**config.mk**
```make
export PLATFORM = sky130hd
export DESIGN_NAME = dispatch_queue
export DESIGN_NICKNAME = d
export VERILOG_FILES = /design/src/rtl/dispatch_queue_pkg.sv /design/src/rtl/dispatch_queue.sv
export SDC_FILE = /design/constraint.sdc
export NUM_CORES = 1
export LEC_CHECK = 0
export ABC_CLOCK_PERIOD_IN_PS = 7800
export BUFFER_PORTS_ARGS = -buffer_cell sky130_fd_sc_hd__buf_2
export CAP_MARGIN = 25
export CORE_UTILIZATION = 48
export DETAILED_ROUTE_END_ITERATION = 8
export PLACE_DENSITY = 0.69
export SKIP_LAST_GASP = 1
export SLEW_MARGIN = 20
export SYNTH_ARGS = -nofsm -noshare
export SYNTH_HDL_FRONTEND = slang
export SYNTH_SLANG_ARGS = --single-unit
export TNS_END_PERCENT = 10
```
**constraint.sdc**
```tcl
create_clock -name clk -period 7.8 [get_ports clk]
set_clock_uncertainty 0.2 [all_clocks]
set_input_delay 0.39 -clock clk [delete_from_list [all_inputs] [get_ports clk]]
set_output_delay 0.39 -clock clk [all_outputs]
set_load 0.005 [all_outputs]
```
**src/rtl/dispatch_queue_pkg.sv**
```systemverilog
// Shared types for the decoder-to-dispatch queue.
// Entry layout is what dispatch reads at the queue head.
package dispatch_queue_pkg;

   localparam int EPOCH_W  = 2;
   localparam int DQ_DEPTH = 8;

   typedef struct packed {
      logic [31:0] pc;
      logic [6:0]  opcode;
      logic [2:0]  funct3;
   } decoded_bundle_t;

   typedef struct packed {
      decoded_bundle_t      bundle;
      logic [4:0]           rs1;
      logic [4:0]           rs2;
      logic [4:0]           rd;
      logic [EPOCH_W-1:0]   epoch;
   } dq_entry_t;

endpackage

```
**src/rtl/dispatch_queue.sv**
```systemverilog
// Decoder-to-rename FIFO, first-word-fall-through head.
// Stale-epoch arrivals are consumed and counted, never stored.
module dispatch_queue
   import dispatch_queue_pkg::*;
#(
   parameter int DEPTH = DQ_DEPTH,
   parameter int PTR_W = $clog2(DEPTH),
   parameter int CNT_W = $clog2(DEPTH + 1)
) (
   input  logic                 clk,
   input  logic                 rst,
   input  logic                 in_valid,
   output logic                 in_ready,
   input  decoded_bundle_t      in_bundle,
   input  logic [4:0]           in_rs1_arch,
   input  logic [4:0]           in_rs2_arch,
   input  logic [4:0]           in_rd_arch,
   input  logic [EPOCH_W-1:0]   in_epoch,
   input  logic [EPOCH_W-1:0]   cur_epoch,
   output logic                 out_valid,
   input  logic                 out_ready,
   output decoded_bundle_t      out_bundle,
   output logic [4:0]           out_rs1_arch,
   output logic [4:0]           out_rs2_arch,
   output logic [4:0]           out_rd_arch,
   output logic [EPOCH_W-1:0]   out_epoch,
   input  logic                 flush_valid,
   output logic [CNT_W-1:0]     count,
   output logic                 full,
   output logic                 empty,
   output logic [15:0]          drop_cnt
);

   dq_entry_t          mem_q [DEPTH];
   logic [PTR_W-1:0]   head_q, head_d;
   logic [PTR_W-1:0]   tail_q, tail_d;
   logic [CNT_W-1:0]   count_q, count_d;
   logic [15:0]        drop_q, drop_d;
   logic               push, pop, stale, wr;
   dq_entry_t          wr_entry;
   dq_entry_t          head_entry;

   assign full      = !rst && (count_q == CNT_W'(DEPTH));
   assign empty     = rst || (count_q == '0);
   assign in_ready  = !full && !flush_valid && !rst;
   assign out_valid = !empty && !flush_valid;

   assign push  = in_valid && in_ready;
   assign pop   = out_valid && out_ready;
   assign stale = (in_epoch != cur_epoch);
   assign wr    = push && !stale;

   assign wr_entry = '{bundle: in_bundle, rs1: in_rs1_arch,
                       rs2: in_rs2_arch, rd: in_rd_arch,
                       epoch: in_epoch};

   assign head_entry   = mem_q[head_q];
   assign out_bundle   = head_entry.bundle;
   assign out_rs1_arch = head_entry.rs1;
   assign out_rs2_arch = head_entry.rs2;
   assign out_rd_arch  = head_entry.rd;
   assign out_epoch    = head_entry.epoch;

   assign count    = count_q;
   assign drop_cnt = drop_q;

   always_comb begin
      head_d  = head_q;
      tail_d  = tail_q;
      count_d = count_q;
      drop_d  = drop_q;
      if (flush_valid) begin
         head_d  = '0;
         tail_d  = '0;
         count_d = '0;
      end else begin
         if (wr) tail_d = tail_q + PTR_W'(1);
         if (pop) head_d = head_q + PTR_W'(1);
         case ({wr, pop})
            2'b10:   count_d = count_q + CNT_W'(1);
            2'b01:   count_d = count_q - CNT_W'(1);
            default: count_d = count_q;
         endcase
         // a stale push is still consumed so the decoder moves on
         if (push && stale && (drop_q != 16'hFFFF))
            drop_d = drop_q + 16'd1;
      end
   end

   always_ff @(posedge clk) begin
      if (rst) begin
         head_q  <= '0;
         tail_q  <= '0;
         count_q <= '0;
         drop_q  <= '0;
      end else begin
         head_q  <= head_d;
         tail_q  <= tail_d;
         count_q <= count_d;
         drop_q  <= drop_d;
      end
   end

   always_ff @(posedge clk) begin
      if (wr) mem_q[tail_q] <= wr_entry;
   end

endmodule

```
==> impl_results.md <==
- Status: complete, no violations
- WHS Endpoint: drop_cnt[5]
- Layout cells sized above 1: 38.1%
- Top Usage Layer GRT: met2
- # resized after CTS: 0
- Largest net degree at the start of global routing: just over 60
- Fill count: 2789
- DP Wirelength: about 21 mm
- Die Ht: 202 µm
- Area contributors post-synth: edfxtp_1 (74%), mux4_2 (14%), mux2_2 (3.5%)
- Largest family of logic cells by synthesized area: multiplexers
- Max-Slew Margin vs Limit: ~34%
- Max Transition Viols Final: 0
- Vias in the first global route: a little under 10000
- Post-Synth XOR/XNOR Area: 0.687%
- Crit path max-delay family: buffers and inverters
- Drt total wl: around 37 mm
- Slowest cell delay on critical path: about 0.9 ns
- CP Data Required Time: 7.21 ns
- Pre-CTS setup slack: between 4 and 5 ns
- CTS root buffer: clkbuf_16
- Hold Startpoint: in_valid
- I/O Buffers: between 100 and 150
- Multiplexer area fraction after synthesis: between 10% and 20%
- Area of the multi-input gates: around 4200 µm²
- Synth cell count leaders: edfxtp_1 (472), mux4_2 (118), mux2_2 (60)
- Core ar.: 39000 µm²
- Initial antenna violation count: 3
- Met2 Use GR: 29.2%
- First-pass GRT wire length: 57.5 mm
- Met3 Track Usage GR: under 10%
- Yosys top cell area share: 74.1%
- Met1 GRT Util: between 20% and 30%
- Highest clock rate: 256 MHz
- Cts bufs inserted: just over 50
- Clock buffer depth: 3
- Lkg Pwr: approximately 7.3 nW
- Crit path max fanout: a little over 60
- Row Count: between 70 and 80
- Worst r2r src: count[1]
- Post-synthesis adder-cell area fraction: 0.393%
- Worst R2R End: mem_q[4][51]
- Final period utilization: about 50%
- Startpoint types: register
- Pre-antenna DRT Iters: 5
- Clock tree from TritonCTS: built
- Post-DR wirelength/cell: around 23 µm
- Max stage delay cell, worst path: dfxtp_4
- Max-cap violations: 0
- Clk Latency, worst-skew pair: 0.58 ns
- Nets: roughly 1200
- Vias: about 9200
- Synth area leader: edfxtp_1
- Final setup violation count: 0
- Synth warnings: 0
- Setup WS post-layout: around 3.9 ns
- GR Overflow Total: 0
- Final hold slack: roughly 0.18 ns
- H-tree Lvls: 2
- Final hold violation count: 0
- Hold crit path type: input port to register
- Post-route cell area: roughly 23000 µm²
- Number of enable flip-flop cells after synthesis: between 400 and 500
- Simple-gate share of the synthesized area: roughly 2.2%
- Syn_area_per_cell: approximately 22 µm²
- Worst-path clk slew: 0.06 ns
- Die X: 202 µm
- CP Buf/Inv Count: 2
- Worst vdd ir: 0.178 mV
- Area Overhead vs Synth: 19.3%
- Post-synth cell types: 44
- Synth Instances: 852
- Worst Reg-to-Reg Cells: 5
- Starting DRT DRC Count: 630
- Setup TNS: 0 ns
- IO Pins: between 100 and 150
- Post-synth ARST share: 0%
- Drt via density: 5.56
- Syn Nets: about 920
- Storage cell area: between 10000 and 15000 µm²
- Crit path arrival time: roughly 3.3 ns
- Ys flop type: edfxtp_1
- Count leader, synth: edfxtp_1
- Final GP Congestion: approximately 0.75
- Postcts setup bufs: 0
- Num Clock Sinks: ~500
- Slew @ Worst Pin: 0.986 ns
- Type of the worst setup path: register to output pin
- Synth Area in Compound Gates: less than 1%
- Total track usage: 18.9%
- Power Density: between 200 and 250 nW/µm²
- Setup crit end kind: output pin
- Area of the mapped netlist: 19100 µm²
- Drt drc: 0
- CTS Hold Buffers Added: 62
- Hold path depth: 5
- Yosys reg bits: 501
- Unrepaired setup endpoints after global routing: no
- Reg2reg setup slack: around 4.4 ns
- Post-synthesis sequential area ratio: between 70% and 80%
- Die Area: between 40000 and 50000 µm²
- Placed Area: 20500 µm²
- Final antenna-violating net count: 0
- Critical-path cell list: buf_4, mux4_2, mux2_2, buf_2
- Minimum clock period: between 3 and 4 ns
- Starting density of the core: between 40% and 50%
## worst max-delay path by stage
stage                   from  slack [ns]  cells past startpoint              end
finish              register        3.90                      4   out_bundle[23]
global route        register        3.75                      4  out_rs1_arch[1]
CTS                 register        3.81                      4   out_bundle[23]
detailed placement       rst        4.10                      6     mem_q[4][51]
global placement    register        4.04                      4   out_bundle[27]
floorplan           count[1]        0.38                      5      mem_q[0][0]
## final cells by class
cell class	instances	area share (%)
repair buffers	228	6.82
clock buffers	62	5.77
diodes	2	0.0219
multi-input cells	309	18.5
flip-flops and latches	501	64.7
inverters	4	0.0658
well taps	518	2.84
clock inverters	32	1.21
## report_power, final
| group | switching [mW] | leakage, nW | internal (mW) |
|---|---|---|---|
| Combinational | 0.0570 | 2.07 | 0.0455 |
| Clock | 0.987 | 0.778 | 1.31 |
| Sequential | 0.00187 | 4.48 | 2.94 |
| Total | 1.05 | 7.33 | 4.30 |
## metrics by stage
stage               power, mW  instances  utilization [%]
finish                   5.35       1656             58.5
global route             5.51       1654             58.5
CTS                      5.40       1652             58.3
detailed placement       3.08       1496             52.6
global placement         3.07       1495             52.6
floorplan                3.02        852                -
## routing by layer
metal,vias up,wire [µm]
li1,4068,-
met1,4825,17000
met2,263,17700
met3,57,2060
met4,2,718
met5,-,14
## flip-flops by register name (all words and copies together) (netlist names), named ones only
signal and count:
count 4, tail_q 3, drop_cnt 16, mem_q 472
head_q 3
## layout by cell type (no fill, tap or decap), types with 3 or more instances in the layout
cell / count
clkinv_2: 8
a21oi_1: 7
dfxtp_4: 3
nor3_2: 4
nand4_1: 4
clkbuf_1: 11
o21ai_0: 3
xor2_1: 8
dfxtp_1: 26
buf_4: 15
nor2_4: 3
buf_16: 3
nand2_1: 11
clkinv_1: 13
nor3_1: 3
nand3_1: 10
clkbuf_16: 51
nor4_1: 4
inv_1: 4
bufinv_16: 3
mux2_2: 60
mux2i_1: 5
mux4_2: 118
edfxtp_1: 472
nor2_1: 21
o31ai_1: 3
ha_1: 6
dlygate4sd3_1: 62
xnor2_1: 7
buf_2: 148
## tightest hold or removal path: stages
cell	delay, ns
buf_2	0.11
o2111ai_2	0.17
nor4b_1	0.09
xnor2_1	0.13
nor2_1	0.03
## cell families after synthesis
logic type                 count (synthesis)
DFF                                      501
xor gates and xnor gates                  15
and+or+nand+nor                           82
muxes                                    183
AOI/OAI and AO/OA                         23
adders and majority gates                  6
buffers and inverters                     42
No activity file was read; power rests on OpenSTA's default activity.
